`src/rtl/wm_menu_sel.sv`:
```
// Washing-machine menu selector: debounced left/right/OK buttons with auto-repeat,
// a blinking one-hot LED cursor, OK lock/unlock and a timed key-click buzzer.
module wm_menu_sel #(
  parameter int unsigned NUM_ITEMS       = 6,
  parameter int unsigned CNT_1MSEC       = 125000,
  parameter int unsigned WRAP_EN         = 1,
  parameter int unsigned DEBOUNCE_MS     = 20,
  parameter int unsigned REPEAT_DELAY_MS = 600,
  parameter int unsigned REPEAT_RATE_MS  = 200,
  parameter int unsigned BLINK_HALF_MS   = 500,
  parameter int unsigned BUZ_MS          = 50
) (
  input  logic                         clk,
  input  logic                         reset,
  input  logic                         but_in_left,
  input  logic                         but_in_right,
  input  logic                         but_in_ok,
  output logic [NUM_ITEMS-1:0]         led_sel,
  output logic [$clog2(NUM_ITEMS)-1:0] sel_idx,
  output logic                         sel_locked,
  output logic                         sel_valid,
  output logic                         pwm_buzzer
);
  localparam int unsigned IW       = $clog2(NUM_ITEMS);
  localparam int unsigned CW       = $clog2(CNT_1MSEC);
  localparam int unsigned DW       = $clog2(DEBOUNCE_MS + 1);
  localparam int unsigned HOLD_MAX = (REPEAT_DELAY_MS > REPEAT_RATE_MS) ? REPEAT_DELAY_MS : REPEAT_RATE_MS;
  localparam int unsigned HW       = $clog2(HOLD_MAX + 1);
  localparam int unsigned BW       = $clog2(BLINK_HALF_MS + 1);
  localparam int unsigned ZW       = $clog2(BUZ_MS + 1);
  localparam int unsigned B_LEFT   = 0;
  localparam int unsigned B_RIGHT  = 1;
  localparam int unsigned B_OK     = 2;

  logic [CW-1:0]          ms_cnt_q, ms_cnt_d;
  logic [2:0]             sync1_q, sync1_d, sync2_q, sync2_d;
  logic [2:0]             deb_q, deb_d, deb_prev_q, deb_prev_d;
  logic [2:0][DW-1:0]     deb_cnt_q, deb_cnt_d;
  logic [1:0][HW-1:0]     hold_cnt_q, hold_cnt_d;
  logic [1:0]             rep_ph_q, rep_ph_d;
  logic [IW-1:0]          sel_idx_q, sel_idx_d;
  logic                   locked_q, locked_d, valid_q, valid_d;
  logic [BW-1:0]          blink_cnt_q, blink_cnt_d;
  logic                   blink_on_q, blink_on_d;
  logic [NUM_ITEMS-1:0]   led_q, led_d;
  logic [ZW-1:0]          buz_cnt_q, buz_cnt_d;
  logic                   pwm_q, pwm_d;

  logic                   tick_1ms_c, tick_half_c;
  logic [2:0]             press_c;
  logic [1:0]             rep_c;
  logic                   move_l_c, move_r_c, ok_c, accept_c;

  assign tick_1ms_c  = (ms_cnt_q == CW'(CNT_1MSEC - 1));
  assign tick_half_c = tick_1ms_c || (ms_cnt_q == CW'(CNT_1MSEC / 2 - 1));
  assign press_c     = deb_q & ~deb_prev_q;
  assign move_l_c    = press_c[B_LEFT] | rep_c[B_LEFT];
  assign move_r_c    = press_c[B_RIGHT] | rep_c[B_RIGHT];
  assign ok_c        = press_c[B_OK];

  // Timebase, synchronizers, debounce and auto-repeat hold counters
  always_comb begin
    ms_cnt_d   = tick_1ms_c ? '0 : ms_cnt_q + CW'(1);
    sync1_d    = {but_in_ok, but_in_right, but_in_left};
    sync2_d    = sync1_q;
    deb_prev_d = deb_q;
    deb_d      = deb_q;
    deb_cnt_d  = deb_cnt_q;
    hold_cnt_d = hold_cnt_q;
    rep_ph_d   = rep_ph_q;
    rep_c      = '0;
    for (int b = 0; b < 3; b++) begin
      if (sync2_q[b] == deb_q[b]) begin
        deb_cnt_d[b] = '0;
      end else if (tick_1ms_c) begin
        if (deb_cnt_q[b] == DW'(DEBOUNCE_MS - 1)) begin
          deb_d[b]     = ~deb_q[b];
          deb_cnt_d[b] = '0;
        end else begin
          deb_cnt_d[b] = deb_cnt_q[b] + DW'(1);
        end
      end
    end
    // First repeat after the delay, then one per rate period until release
    for (int b = 0; b < 2; b++) begin
      if (!deb_q[b]) begin
        hold_cnt_d[b] = '0;
        rep_ph_d[b]   = 1'b0;
      end else if (tick_1ms_c) begin
        if (hold_cnt_q[b] == (rep_ph_q[b] ? HW'(REPEAT_RATE_MS - 1) : HW'(REPEAT_DELAY_MS - 1))) begin
          rep_c[b]      = 1'b1;
          hold_cnt_d[b] = '0;
          rep_ph_d[b]   = 1'b1;
        end else begin
          hold_cnt_d[b] = hold_cnt_q[b] + HW'(1);
        end
      end
    end
  end

  // Menu index, lock, blink and buzzer
  always_comb begin
    sel_idx_d   = sel_idx_q;
    locked_d    = locked_q;
    valid_d     = 1'b0;
    accept_c    = 1'b0;
    blink_cnt_d = blink_cnt_q;
    blink_on_d  = blink_on_q;
    buz_cnt_d   = buz_cnt_q;
    led_d       = blink_on_q ? (NUM_ITEMS'(1) << sel_idx_q) : '0;

    if (ok_c) begin
      locked_d = ~locked_q;
      valid_d  = ~locked_q;
      accept_c = 1'b1;
    end else if (!locked_q && (move_l_c ^ move_r_c)) begin
      if (move_r_c) begin
        if (sel_idx_q != IW'(NUM_ITEMS - 1)) begin
          sel_idx_d = sel_idx_q + IW'(1);
          accept_c  = 1'b1;
        end else if (WRAP_EN != 0) begin
          sel_idx_d = '0;
          accept_c  = 1'b1;
        end
      end else begin
        if (sel_idx_q != '0) begin
          sel_idx_d = sel_idx_q - IW'(1);
          accept_c  = 1'b1;
        end else if (WRAP_EN != 0) begin
          sel_idx_d = IW'(NUM_ITEMS - 1);
          accept_c  = 1'b1;
        end
      end
    end

    // Blink restarts in the on phase after any accepted event; solid while locked
    if (accept_c || locked_q) begin
      blink_cnt_d = '0;
      blink_on_d  = 1'b1;
    end else if (tick_1ms_c) begin
      if (blink_cnt_q == BW'(BLINK_HALF_MS - 1)) begin
        blink_cnt_d = '0;
        blink_on_d  = ~blink_on_q;
      end else begin
        blink_cnt_d = blink_cnt_q + BW'(1);
      end
    end

    if (accept_c) begin
      buz_cnt_d = ZW'(BUZ_MS);
    end else if (tick_1ms_c && (buz_cnt_q != '0)) begin
      buz_cnt_d = buz_cnt_q - ZW'(1);
    end
    pwm_d = (buz_cnt_d == '0) ? 1'b0 : (pwm_q ^ tick_half_c);
  end

  always_ff @(posedge clk) begin
    if (reset) begin
      ms_cnt_q    <= '0;
      sync1_q     <= '0;
      sync2_q     <= '0;
      deb_q       <= '0;
      deb_prev_q  <= '0;
      deb_cnt_q   <= '0;
      hold_cnt_q  <= '0;
      rep_ph_q    <= '0;
      sel_idx_q   <= '0;
      locked_q    <= 1'b0;
      valid_q     <= 1'b0;
      blink_cnt_q <= '0;
      blink_on_q  <= 1'b1;
      led_q       <= NUM_ITEMS'(1);
      buz_cnt_q   <= '0;
      pwm_q       <= 1'b0;
    end else begin
      ms_cnt_q    <= ms_cnt_d;
      sync1_q     <= sync1_d;
      sync2_q     <= sync2_d;
      deb_q       <= deb_d;
      deb_prev_q  <= deb_prev_d;
      deb_cnt_q   <= deb_cnt_d;
      hold_cnt_q  <= hold_cnt_d;
      rep_ph_q    <= rep_ph_d;
      sel_idx_q   <= sel_idx_d;
      locked_q    <= locked_d;
      valid_q     <= valid_d;
      blink_cnt_q <= blink_cnt_d;
      blink_on_q  <= blink_on_d;
      led_q       <= led_d;
      buz_cnt_q   <= buz_cnt_d;
      pwm_q       <= pwm_d;
    end
  end

  assign led_sel    = led_q;
  assign sel_idx    = sel_idx_q;
  assign sel_locked = locked_q;
  assign sel_valid  = valid_q;
  assign pwm_buzzer = pwm_q;

endmodule
```
`config.mk`:
```
export PLATFORM = sky130hd
export DESIGN_NAME = wm_menu_sel
export DESIGN_NICKNAME = d
export VERILOG_FILES = /design/src/rtl/wm_menu_sel.sv
export SDC_FILE = /design/constraint.sdc
export NUM_CORES = 1
export LEC_CHECK = 0
export BUFFER_PORTS_ARGS = -buffer_cell sky130_fd_sc_hd__buf_2
export CAP_MARGIN = 20
export CELL_PAD_IN_SITES_DETAIL_PLACEMENT = 1
export CELL_PAD_IN_SITES_GLOBAL_PLACEMENT = 2
export CORE_ASPECT_RATIO = 0.5
export CORE_MARGIN = 1.5
export CORE_UTILIZATION = 42
export CTS_BUF_LIST = sky130_fd_sc_hd__clkbuf_16
export CTS_CLUSTER_SIZE = 20
export DETAILED_ROUTE_END_ITERATION = 16
export GPL_TIMING_DRIVEN = 0
export PLACE_DENSITY_LB_ADDON = 0.15
export SLEW_MARGIN = 20
export SYNTH_ARGS = -nofsm -noshare
export SYNTH_HDL_FRONTEND = slang
export SYNTH_SLANG_ARGS = --single-unit
```
`constraint.sdc`:
```
create_clock -name clk -period 8.25 [get_ports clk]
set_clock_uncertainty 0.2 [all_clocks]
set_input_delay 1.65 -clock clk [delete_from_list [all_inputs] [get_ports clk]]
set_output_delay 1.65 -clock clk [all_outputs]
set_load 0.02 [all_outputs]
```
### Word-level counts from Yosys, hierarchy flattened

Cells that the tools add are included.

* bits in registers: 94
* input port bits: 5
* output and inout bits: 12
* word-level logic and storage cells: 108

* reduce and logical (&&, ||, !) cells: 25
* equality and inequality tests: 12
* bitwise gates (word level): 15
* multiplexer cells: 22
* shifts and indexed selects: 1
* add/sub/neg operators: 10

Operator list (number)
* $mux W10: 4
* $add A10 B1 Y10 const B: 2
* $eq A10 B10 Y1: 2
* $reduce_or A2 Y1: 10
* $add A17 B1 Y17 const B: 1
* $eq A17 B16 Y1 const B: 1
* $eq A17 B17 Y1 const B: 1
* $add A5 B1 Y5 const B: 3
* $eq A5 B5 Y1 const B: 3
* $mux W5: 3
* $mux W6: 2
* $add A9 B1 Y9 const B: 1
* $eq A9 B9 Y1 const B: 1
* $mux W1: 9
* $mux W3: 3
* $mux W9: 1
* $not A1 Y1: 9
* $reduce_and A3 Y1: 3
* $reduce_and A2 Y1: 4
* $logic_not A6 Y1: 1
* $reduce_bool A6 Y1: 1
* $shl A1 B3 Y6 const A: 1
* $sub A6 B1 Y6 const B: 1
* $add A3 B1 Y3 const B: 1
* other kinds (11): 17

### Depth between registers and ports, before layout

Gate-level depths: netlist (run 1).

* depth in word-level cells: 13
* mapped depth: 9
* mapped depth without buffers: 7

### Worst setup path after synthesis (run 1)

No wires, ideal clock.

* path type: input -> register
* from: input port reset
* to: register blink_cnt_q[6]
* setup time: 0.070 ns
* stages on the path: 3
* path buffers: 1
* data required time: 7.980 ns
* arrival: 2.394 ns
* path slack: 5.587 ns
* cell sequence: or4b_1 > buf_2 > a21oi_1

* cells in the longest elaborated chain, start to end: 1

Ends and longest elaborated chain
* start, declared: line 14 `input logic reset,`
* $reduce_or A2 Y1 (no source line)
* end signal, assigned: line 187 `blink_cnt_q <= blink_cnt_d;`
* end, declared: line 43 `logic [BW-1:0] blink_cnt_q, blink_cnt_d;`

No other way between the ends.
A chain may end at the register's enable or synchronous reset.

### Worst setup path in the final report (run 1)

* from: register ms_cnt_q[0]
* to: register blink_cnt_q[6]

* cells in the longest elaborated chain, start to end: 10
* elaborated cells between the ends (all ways): 13
* those cells by class: eq/ne: 1; mux: 6; bitwise: 3; reduce/logical: 3

Ends and longest elaborated chain
* start, declared: line 35 `logic [CW-1:0] ms_cnt_q, ms_cnt_d;`
* start signal, assigned: line 176 `ms_cnt_q <= ms_cnt_d;`
* $eq A17 B17 Y1 (*): line 54 `assign tick_1ms_c = (ms_cnt_q == CW'(CNT_1MSEC - 1));`
* $mux W1: line 89 `end else if (tick_1ms_c) begin`
* $mux W1: line 86 `if (!deb_q[b]) begin`
* $or A1 B1 Y1 (on tied branches): line 57, 58
* $xor A1 B1 Y1: line 116 `end else if (!locked_q && (move_l_c ^ move_r_c)) begin`
* $logic_and A1 B1 Y1: line 116
* $mux W1: line 116
* $mux W1: line 112 `if (ok_c) begin`
* $logic_or A1 B1 Y1: line 137 `if (accept_c || locked_q) begin`
* $reduce_or A2 Y1 (no source line)

Every way passes the cells marked *; elsewhere a longest branch is shown, timed or not.

==> results.toml, run 1 <==
[timing]
layout_worst_path_cycle_share = 0.3588
post-route-min-period_ns = 2.960
worstMarginPinSlew_ns = 0.7772
final.setup.worst_slack_ns = 5.290
finalSetupViolCount = 0
max_freq_mhz = 337.9
final-hold-violation-count = 0
rsz0062_at_grt = "false"
timing_max_transition_violations_final = 0
slew_headroom = 0.4771
setup_total_negative_slack_ns = 0

[critical_path]
cp_slowest_cell = "sky130_fd_sc_hd__o41ai_4"
critPathCaptureType = "flop"
critical_path_cell_by_cell = "ha_1, and4bb_2, nand4_2, o41ai_4, xor2_2, or4b_1, buf_2, a21oi_1"
cp_max_fo = 7
critical_path_required_ns = 8.33
timing.critical_path.slowest_cell_delay_ns = 0.59
critPathKind = "flop to flop"
timing.critical_path.arrival_ns = 3.04
startpoint_type = "flop"

[die]
floorplan.die_area_um2 = 10670
core_region_area_um2 = 9603
floorplan.initialDensity = 0.4384
dieWidth_um = 144.6
chipHeight_um = 73.80
site_row_count = 25
design.portCount = 17

[pwr]
power.combinational.fraction = 0.015
internal-power_mw = 0.6697
switching_power_mw = 0.1962
power.ir.vdd_worst_v = 0.00009325
p_per_area_nw_per_um2 = 182.7
switching_share = 0.2266
p_clk_frac = 0.456
power_frac_seq = 0.529
total_leakage_power_nw = 1.814

[synth]
netlist.top_cell.by_area = "sky130_fd_sc_hd__dfxtp_1"
synth-seq-area-share = 0.4470
synthesis.area_per_instance_um2 = 9.173
postSynthNetCount = 474
netlist.area_leader.share = 0.4470
synth_warnings = 0
synth_seq_cells = 94
async_flop_share = 0
postSynthCellCount = 459
cell_area_after_technology_mapping_um2 = 4210
synth_cell_types = 53
synth_flop_cell = "sky130_fd_sc_hd__dfxtp_1"
synth_edf_count = 0
ys_top_cells_by_area = "sky130_fd_sc_hd__dfxtp_1 (45%), sky130_fd_sc_hd__xor2_1 (8.3%), sky130_fd_sc_hd__nor2_1 (6.2%)"

[run_status]
status = "finished, final reports clean"

[clocking]
insertion_delay_ns = 0.34
cts_made_buffers = 9
clock_path_buffers = 2
clockRootBuffer = "sky130_fd_sc_hd__clkbuf_16"
ctsHoldBuffers = 0
cts_sinks = 94
clk_transition_reported_paths_ns = 0.07
cts_tree = "done"
cts_resized = 0
postCtsSetupRepairBufs = 0
ctsHtreeMaxLevel = 3

[detailed_routing]
firstDrtPassIters = 4
drt.antenna.violating_nets = 0
drt-initial-drc-count = 123
routed_wirelength_um = 9309
wl_per_cell_um = 14.87
via_per_inst = 5.104
dr_total_vias = 3195
route.detailed.drc = 0

[worst_hold_path]
worstHoldPathType = "flop to flop"

[global_routing]
wire_length_of_the_first_global_routing_pass_um = 16280
first_global_vias = 3159
antenna_found_initial = 0
grt.total_usage = 0.1999
maximum_number_of_pins_on_one_net_before_global_route_repair = 18
globalRoute.totalOverflow = 0

[placed_design]
hpwl_um = 6718
port_buffers = 16
place.detailed.instances = 610
detailedPlace.worstSlack_ns = 5.000
gp_congestion = 0.8021

[finish]
layout-area-overhead-vs-synth_pct = 12.60
layout.cells.non_filler = 626
final_common_cell = "sky130_fd_sc_hd__dfxtp_1"
final_nets = 501
antenna_cells_inserted = 0
drive_above_1_share = 0.09572
most-common-layout-cells = "sky130_fd_sc_hd__dfxtp_1 (94), sky130_fd_sc_hd__nor2_1 (70), sky130_fd_sc_hd__xor2_1 (40)"

[flow_run]
max_capacitance_violation_total = 0
[worst max-delay path: cells and delay by family, from the launching register on]
family                   cells  cell delay, ns
XOR/XNOR                     1            0.21
AO/OA/AOI/OAI                2            0.70
AND/OR/NAND/NOR              3            0.95
flip-flops                   1            0.40
buffers and inverters        1            0.17
adder cells (fa/ha/maj)      1            0.27
[flip-flops by register name, indices dropped and copies added (netlist names), 2 cells and up]
name,count
hold_cnt_q,20
ms_cnt_q,17
deb_cnt_q,15
blink_cnt_q,9
buz_cnt_q,6
led_sel,6
deb_prev_d,3
deb_prev_q,3
sel_idx,3
sync1_q,3
sync2_q,3
rep_ph_q,2
[per-layer routing]
layer  global-route usage  up-vias  share of wire
li1                     -     1624              -
met1               0.2926     1522           0.55
met2               0.2908       42           0.41
met3              0.05150        7          0.034
met4              0.05051        0         0.0056
met5                    0        -              0
[logic make-up after synthesis]
kind of cell               synth area share
buffers and inverters               0.02407
xor gates and xnor gates             0.1245
muxes                               0.02615
AOI/OAI and AO/OA                   0.06627
DFF                                  0.4470
and+or+nand+nor                      0.2823
adders and majority gates           0.02972
[power by group through the flow]
stage | combinational [mW] | clock (mW) | sequential [mW]
after detailed placement | 0.0131 | 0 | 0.469
after global placement | 0.0129 | 0 | 0.469
final | 0.0130 | 0.395 | 0.458
after CTS | 0.0133 | 0.409 | 0.458
after floorplan | 0.00873 | 0 | 0.468
after global routing | 0.0150 | 0.425 | 0.459
[cell type report]
| cell class | instances | area [um2] |
|---|---|---|
| clock inverters | 7 | 56.30 |
| fillers | 1127 | 4862 |
| inverters | 13 | 48.80 |
| flip-flops and latches | 94 | 1882 |
| clock buffers | 9 | 225.2 |
| repair buffers | 16 | 80.08 |
| plain buffers | 13 | 52.55 |
| well taps | 135 | 168.9 |
| multi-input cells | 339 | 2227 |
[Yosys cell counts (3+ instances only)]
cell	n
sky130_fd_sc_hd__dfxtp_1	94
sky130_fd_sc_hd__nor2_1	70
sky130_fd_sc_hd__xor2_1	40
sky130_fd_sc_hd__nand2_1	30
sky130_fd_sc_hd__nand3_1	23
sky130_fd_sc_hd__xnor2_1	18
sky130_fd_sc_hd__and3_1	16
sky130_fd_sc_hd__inv_1	13
sky130_fd_sc_hd__a21oi_1	12
sky130_fd_sc_hd__nand2b_1	12
sky130_fd_sc_hd__nand4_1	12
sky130_fd_sc_hd__mux2i_1	11
sky130_fd_sc_hd__ha_1	10
sky130_fd_sc_hd__clkbuf_1	9
sky130_fd_sc_hd__nor2b_1	9
sky130_fd_sc_hd__o21ai_0	7
sky130_fd_sc_hd__or3_1	7
sky130_fd_sc_hd__nor3_1	6
sky130_fd_sc_hd__nor4_1	5
sky130_fd_sc_hd__nor4bb_1	4
sky130_fd_sc_hd__and2_1	3
sky130_fd_sc_hd__buf_2	3
sky130_fd_sc_hd__nor3b_1	3
sky130_fd_sc_hd__o211ai_1	3
sky130_fd_sc_hd__or2_2	3
sky130_fd_sc_hd__or4_1	3
[worst paths after layout]
kind | start | cells after the start | endpoint | slack [ns]
setup / recovery | ms_cnt_q[0]$_SDFF_PP0_ | 8 | blink_cnt_q[6]$_SDFFE_PP0N_ | 5.29
setup reg to reg | ms_cnt_q[0]$_SDFF_PP0_ | 8 | blink_cnt_q[6]$_SDFFE_PP0N_ | 5.29
hold reg to reg | deb_prev_q[2]$_SDFF_PP0_ | 1 | sel_valid$_SDFF_PP0_ | 0.21
hold / removal | deb_prev_q[2]$_SDFF_PP0_ | 1 | sel_valid$_SDFF_PP0_ | 0.21
[per-stage QoR]
stage,hold slack (ns),power [mW],area (um2),util
floorplan,0.1892,0.4768,4210,-
global placement,0.2072,0.4817,4459,0.4644
detailed placement,0.2041,0.4819,4459,0.4644
CTS,0.2163,0.8802,4741,0.4937
global route,0.2409,0.8982,4741,0.4937
finish,0.2107,0.8659,4741,0.4937
No activity file was read; power rests on OpenSTA's default activity.
==> run 2, diff against run 1 <==
--- a/config.mk
+++ b/config.mk
@@ -11,7 +11,7 @@
 export CELL_PAD_IN_SITES_GLOBAL_PLACEMENT = 2
 export CORE_ASPECT_RATIO = 0.5
 export CORE_MARGIN = 1.5
-export CORE_UTILIZATION = 42
+export CORE_UTILIZATION = 35
 export CTS_BUF_LIST = sky130_fd_sc_hd__clkbuf_16
 export CTS_CLUSTER_SIZE = 20
 export DETAILED_ROUTE_END_ITERATION = 16
==> constraint.sdc (replaced) <==
create_clock -name clk -period 2.45 [get_ports clk]
set_clock_uncertainty 0.2 [all_clocks]
set_input_delay 0.49 -clock clk [delete_from_list [all_inputs] [get_ports clk]]
set_output_delay 0.49 -clock clk [all_outputs]
set_load 0.02 [all_outputs]
==> run 2 against run 1 <==
Net effect: largest cell class unchanged; critical path depth unchanged; die area up 19%; utilization fell by 6.1 points; the run now ends with negative setup slack left; first-iteration DRC count down 3.3%; cell area up 7.5%; global-route usage down 3.6 points; sequential cell count stayed put; via count is 1.1% higher; clock power grew to 3.7 times the previous value; total power rose to 3.6 times the previous value; worst hold slack lost 0.060 ns; fmax increased by 19%.
==> results.toml, run 2 (synthesized netlist as in run 1, its figures left out) <==
[finish]
largest_register_ffs = 20
multi_input_area_um2 = 2375
final_nets = 510
sequential_cell_area_um2 = 1923
antenna_cells_inserted = 0
drive_above_1_share = 0.1940
final_common_cell = "sky130_fd_sc_hd__dfxtp_1"
largest_registers = "hold_cnt_q: 20 flops, ms_cnt_q: 17 flops, deb_cnt_q: 15 flops"
most-common-layout-cells = "sky130_fd_sc_hd__dfxtp_1 (75), sky130_fd_sc_hd__nor2_1 (68), sky130_fd_sc_hd__xor2_1 (40)"
layout-area-overhead-vs-synth_pct = 21.07
layout.cells.non_filler = 665
layout.filler_cells = 1390
largest-register = "hold_cnt_q"
postLayoutCoreUtil = 0.4330

[clocking]
ctsHtreeMaxLevel = 3
clock_path_buffers = 2
clockRootBuffer = "sky130_fd_sc_hd__clkbuf_16"
ctsHoldBuffers = 0
cts_tree = "done"
cts_made_buffers = 9
insertion_delay_ns = 0.35
cts_sinks = 94
clk_transition_reported_paths_ns = 0.07

[placed_design]
port_buffers = 16
place.detailed.instances = 640
hpwl_um = 6532
gp_congestion = 0.7110

[critical_path]
critical_path.top_delay_family = "simple AND/OR/NAND/NOR gates"
cp_slowest_cell = "sky130_fd_sc_hd__or4b_1"
critical_path_cell_by_cell = "nor4bb_4, o211ai_1, o41ai_4, buf_4, xor2_4, or4b_1, buf_6, a21oi_2"
critical_path_required_ns = 2.53
timing.critical_path.slowest_cell_delay_ns = 0.53
critical_path_buf_inv_count = 2
startpoint_type = "flop"
critPathCaptureType = "flop"
timing.critical_path.arrival_ns = 2.56
cp_max_fo = 7
critPathKind = "flop to flop"

[pwr]
total_leakage_power_nw = 1.941
p_per_area_nw_per_um2 = 603.2
power.ir.vdd_worst_v = 0.0003161

[die]
design.portCount = 17
floorplan.die_area_um2 = 12740
floorplan.initialDensity = 0.3577
chipHeight_um = 80.56
core_region_area_um2 = 11770
dieWidth_um = 158.1
site_row_count = 28

[global_routing]
grt.total_usage = 0.1638
antenna_found_initial = 0
first_global_vias = 3183
globalRoute.totalOverflow = 0
maximum_number_of_pins_on_one_net_before_global_route_repair = 16
wire_length_of_the_first_global_routing_pass_um = 16080

[detailed_routing]
firstDrtPassIters = 4
routedLengthMet1_um = 5171
dr_total_vias = 3229
wl_per_cell_um = 14.27
met2_length_um = 3966
route.detailed.drc = 0
top_signal_layer_used = "met4"
drt.antenna.violating_nets = 0
drt-initial-drc-count = 119
via_per_inst = 4.856
routed_wirelength_um = 9488
met3_wirelength_um = 257

[timing]
final.setup.worst_slack_ns = -0.02780
finalSetupViolCount = 7
post-route-min-period_ns = 2.478
final-hold-violation-count = 0
timing_max_transition_violations_final = 0
layout_worst_path_cycle_share = 1.011
worstMarginPinSlew_ns = 0.7337
final.hold.worst_slack_ns = 0.1503
slew_headroom = 0.5064
max_freq_mhz = 403.6
rsz0062_at_grt = "true"

[run_status]
failing_checks = "negative setup slack"
status = "finished, violations left"

[worst_hold_path]
worstHoldPathType = "input pin to flop"

[flow_run]
max_capacitance_violation_total = 0
run 2: cell types whose count changed in the layout (fill, tap and decap cells not counted), sizes merged:
cell and delta:
buf +11, inv -4, bufinv +2, clkbuf -2
clkinv +1, clkinvlp +1
run 2: timing repair:
action	CTS	global route
hold endpoints to repair	0	0
buffers inserted	8	4
gates resized for setup	20	38
setup endpoints to repair	55	50
pin swaps	13	8
run 2: cell type report:
| class | count | share of cell area |
|---|---|---|
| Multi-Input combinational cell | 339 | 0.4659 |
| Clock inverter | 7 | 0.01743 |
| Tap cell | 165 | 0.04050 |
| Clock buffer | 9 | 0.04418 |
| Buffer | 11 | 0.01178 |
| Timing Repair Buffer | 27 | 0.03338 |
| Sequential cell | 94 | 0.3773 |
| Inverter | 13 | 0.009573 |
run 2: through the flow:
stage	worst slack, ns	power (mW)	instance area, um2	TNS (ns)
2_1_floorplan	0.02313	1.606	4222	0
3_3_place_gp	-0.4165	1.623	4508	-11.57
3_5_place_dp	-0.4344	1.623	4508	-12.04
4_1_cts	-0.1479	3.129	4960	-1.986
5_1_grt	-0.1088	3.198	5097	-0.8020
6_report	-0.02780	3.075	5097	-0.09553
run 2: final timing paths:
path | startpoint | to | slack (ns) | depth (start not counted)
setup / recovery | hold_cnt_q[9]$_SDFFE_PP0N_ | blink_cnt_q[6]$_SDFFE_PP0N_ | -0.03 | 8
hold / removal | but_in_right | sync1_q[1]$_SDFF_PP0_ | 0.15 | 2
setup reg to reg | hold_cnt_q[9]$_SDFFE_PP0N_ | blink_cnt_q[6]$_SDFFE_PP0N_ | -0.03 | 8
hold reg to reg | deb_prev_q[2]$_SDFF_PP0_ | sel_valid$_SDFF_PP0_ | 0.24 | 1
run 2: worst register-to-register path, delay by kind of cell (launching register included):
| kind | cells | cell delay, ns |
|---|---|---|
| xor gates and xnor gates | 1 | 0.08 |
| buffers and inverters | 2 | 0.36 |
| AOI/OAI and AO/OA | 3 | 0.61 |
| and+or+nand+nor | 2 | 0.80 |
| DFF | 1 | 0.37 |
run 2: power by group:
part / internal (mW) / switching (mW)
logic: 0.0245 / 0.0306
clock network: 0.887 / 0.595
registers: 1.53 / 0.00734
run 2: per-layer routing:
| layer | vias up | track usage |
|---|---|---|
| li1 | 1646 | - |
| met4 | 0 | 0.05607 |
| met5 | - | 0 |
| met1 | 1533 | 0.2324 |
| met3 | 11 | 0.03940 |
| met2 | 39 | 0.2402 |
==> run 3, diff against run 2 <==
--- a/config.mk
+++ b/config.mk
@@ -16,6 +16,7 @@
 export CTS_CLUSTER_SIZE = 20
 export DETAILED_ROUTE_END_ITERATION = 16
 export GPL_TIMING_DRIVEN = 0
+export MAX_ROUTING_LAYER = met4
 export PLACE_DENSITY_LB_ADDON = 0.15
 export SLEW_MARGIN = 20
 export SYNTH_ARGS = -nofsm -noshare
==> run 3 against run 2 <==
Net effect: the flow still finishes with violations (negative setup slack); total power about the same; fmax about the same; clock-buffer cell count unchanged; global-route usage increased by 0.48 points; largest cell class unchanged; highest routed layer unchanged.
==> results.toml, run 3 (synthesized netlist as in run 1, its figures left out) <==
[finish]
largest_registers = "hold_cnt_q: 20 flops, ms_cnt_q: 17 flops, deb_cnt_q: 15 flops"
antenna_cells_inserted = 0
layout-area-overhead-vs-synth_pct = 21.07
most-common-layout-cells = "sky130_fd_sc_hd__dfxtp_1 (75), sky130_fd_sc_hd__nor2_1 (68), sky130_fd_sc_hd__xor2_1 (40)"
finish.instance_area_um2 = 5097
largest_register_ffs = 20
largest-register = "hold_cnt_q"
drive_above_1_share = 0.1940
final_nets = 510
final_common_cell = "sky130_fd_sc_hd__dfxtp_1"

[clocking]
cts_made_buffers = 9
insertion_delay_ns = 0.35
cts_tree = "done"
cts_sinks = 94
clockRootBuffer = "sky130_fd_sc_hd__clkbuf_16"
clock_path_buffers = 2
clk_transition_reported_paths_ns = 0.07
ctsHoldBuffers = 0
ctsHtreeMaxLevel = 3

[critical_path]
critPathKind = "flop to flop"
cp_max_fo = 7
critPathCaptureType = "flop"
critical_path_required_ns = 2.53
timing.critical_path.arrival_ns = 2.56
startpoint_type = "flop"

[die]
chipHeight_um = 80.56
design.portCount = 17
core_region_area_um2 = 11770
dieWidth_um = 158.1
floorplan.die_area_um2 = 12740
site_row_count = 28
floorplan.initialDensity = 0.3577

[run_status]
failing_checks = "negative setup slack"
status = "finished, violations left"

[pwr]
total_leakage_power_nw = 1.941
power.ir.vdd_worst_v = 0.0003168
total_power_mw = 3.076
p_per_area_nw_per_um2 = 603.5

[timing]
setup_total_negative_slack_ns = -0.09679
timing_max_transition_violations_final = 0
slew_headroom = 0.5064
rsz0062_at_grt = "true"
final-hold-violation-count = 0
final.hold.worst_slack_ns = 0.1485
max_freq_mhz = 403.6
post-route-min-period_ns = 2.478
finalSetupViolCount = 7
final.setup.worst_slack_ns = -0.02798
worstMarginPinSlew_ns = 0.7337
layout_worst_path_cycle_share = 1.011

[worst_hold_path]
worstHoldPathType = "input pin to flop"

[flow_run]
max_capacitance_violation_total = 0

[global_routing]
globalRoute.totalOverflow = 0
grt.total_usage = 0.1686
first_global_vias = 3181
antenna_found_initial = 0
wire_length_of_the_first_global_routing_pass_um = 16080
maximum_number_of_pins_on_one_net_before_global_route_repair = 16

[placed_design]
detailedPlace.worstSlack_ns = -0.4344
gp_congestion = 0.7191
port_buffers = 16
hpwl_um = 6532
detailed_place.area_um2 = 4508

[detailed_routing]
firstDrtPassIters = 4
routed_wirelength_um = 9504
route.detailed.drc = 0
via_per_inst = 4.848
drt-initial-drc-count = 119
wl_per_cell_um = 14.29
drt.antenna.violating_nets = 0
dr_total_vias = 3224
[run 3: path summary, 6_finish.rpt]
path | start | to | slack (ns) | cells past startpoint
worst max-delay path | hold_cnt_q[9]$_SDFFE_PP0N_ | blink_cnt_q[6]$_SDFFE_PP0N_ | -0.03 | 8
worst min-delay path | but_in_right | sync1_q[1]$_SDFF_PP0_ | 0.15 | 2
worst max register to register | hold_cnt_q[9]$_SDFFE_PP0N_ | blink_cnt_q[6]$_SDFFE_PP0N_ | -0.03 | 8
worst min register to register | deb_prev_q[2]$_SDFF_PP0_ | sel_valid$_SDFF_PP0_ | 0.23 | 1
[run 3: critical path, stage by stage (launching register included)]
cell,delay (ns)
sky130_fd_sc_hd__dfxtp_4,0.37
sky130_fd_sc_hd__nor4bb_4,0.27
sky130_fd_sc_hd__o211ai_1,0.21
sky130_fd_sc_hd__o41ai_4,0.31
sky130_fd_sc_hd__buf_4,0.20
sky130_fd_sc_hd__xor2_4,0.07
sky130_fd_sc_hd__or4b_1,0.53
sky130_fd_sc_hd__buf_6,0.16
sky130_fd_sc_hd__a21oi_2,0.09
[run 3: metrics by stage]
stage,utilization,cells
after floorplan,-,459
after global placement,0.3830,640
after detailed placement,0.3830,640
after CTS,0.4213,663
after global routing,0.4330,665
final,0.4330,665
[run 3: repair_timing]
item	in CTS	in global routing
gates resized for setup	20	38
endpoints found under the setup margin	55	50
buffers inserted	8	4
pin swaps	13	8
[run 3: layout make-up]
type	instances	area [um2]
Fill cell	1390	6674
Multi-Input combinational cell	339	2375
Sequential cell	94	1923
Clock buffer	9	225.2
Tap cell	165	206.4
Timing Repair Buffer	27	170.2
Clock inverter	7	88.84
Buffer	11	60.06
Inverter	13	48.80
[run 3: routing by layer]
| metal | vias to the layer above | GRT usage | part of all wire |
|---|---|---|---|
| met4 | 0 | 0.05607 | 0.0098 |
| met1 | 1533 | 0.2324 | 0.55 |
| li1 | 1646 | - | - |
| met5 | - | - | 0 |
| met3 | 9 | 0.04047 | 0.026 |
| met2 | 36 | 0.2402 | 0.42 |
[run 3: power by group]
group / switching [mW] / total [mW] / leakage [nW] / internal [mW]
logic: 0.0307 / 0.0552 / 1.02 / 0.0245
registers: 0.00734 / 1.54 / 0.770 / 1.53
clock network: 0.596 / 1.48 / 0.149 / 0.887
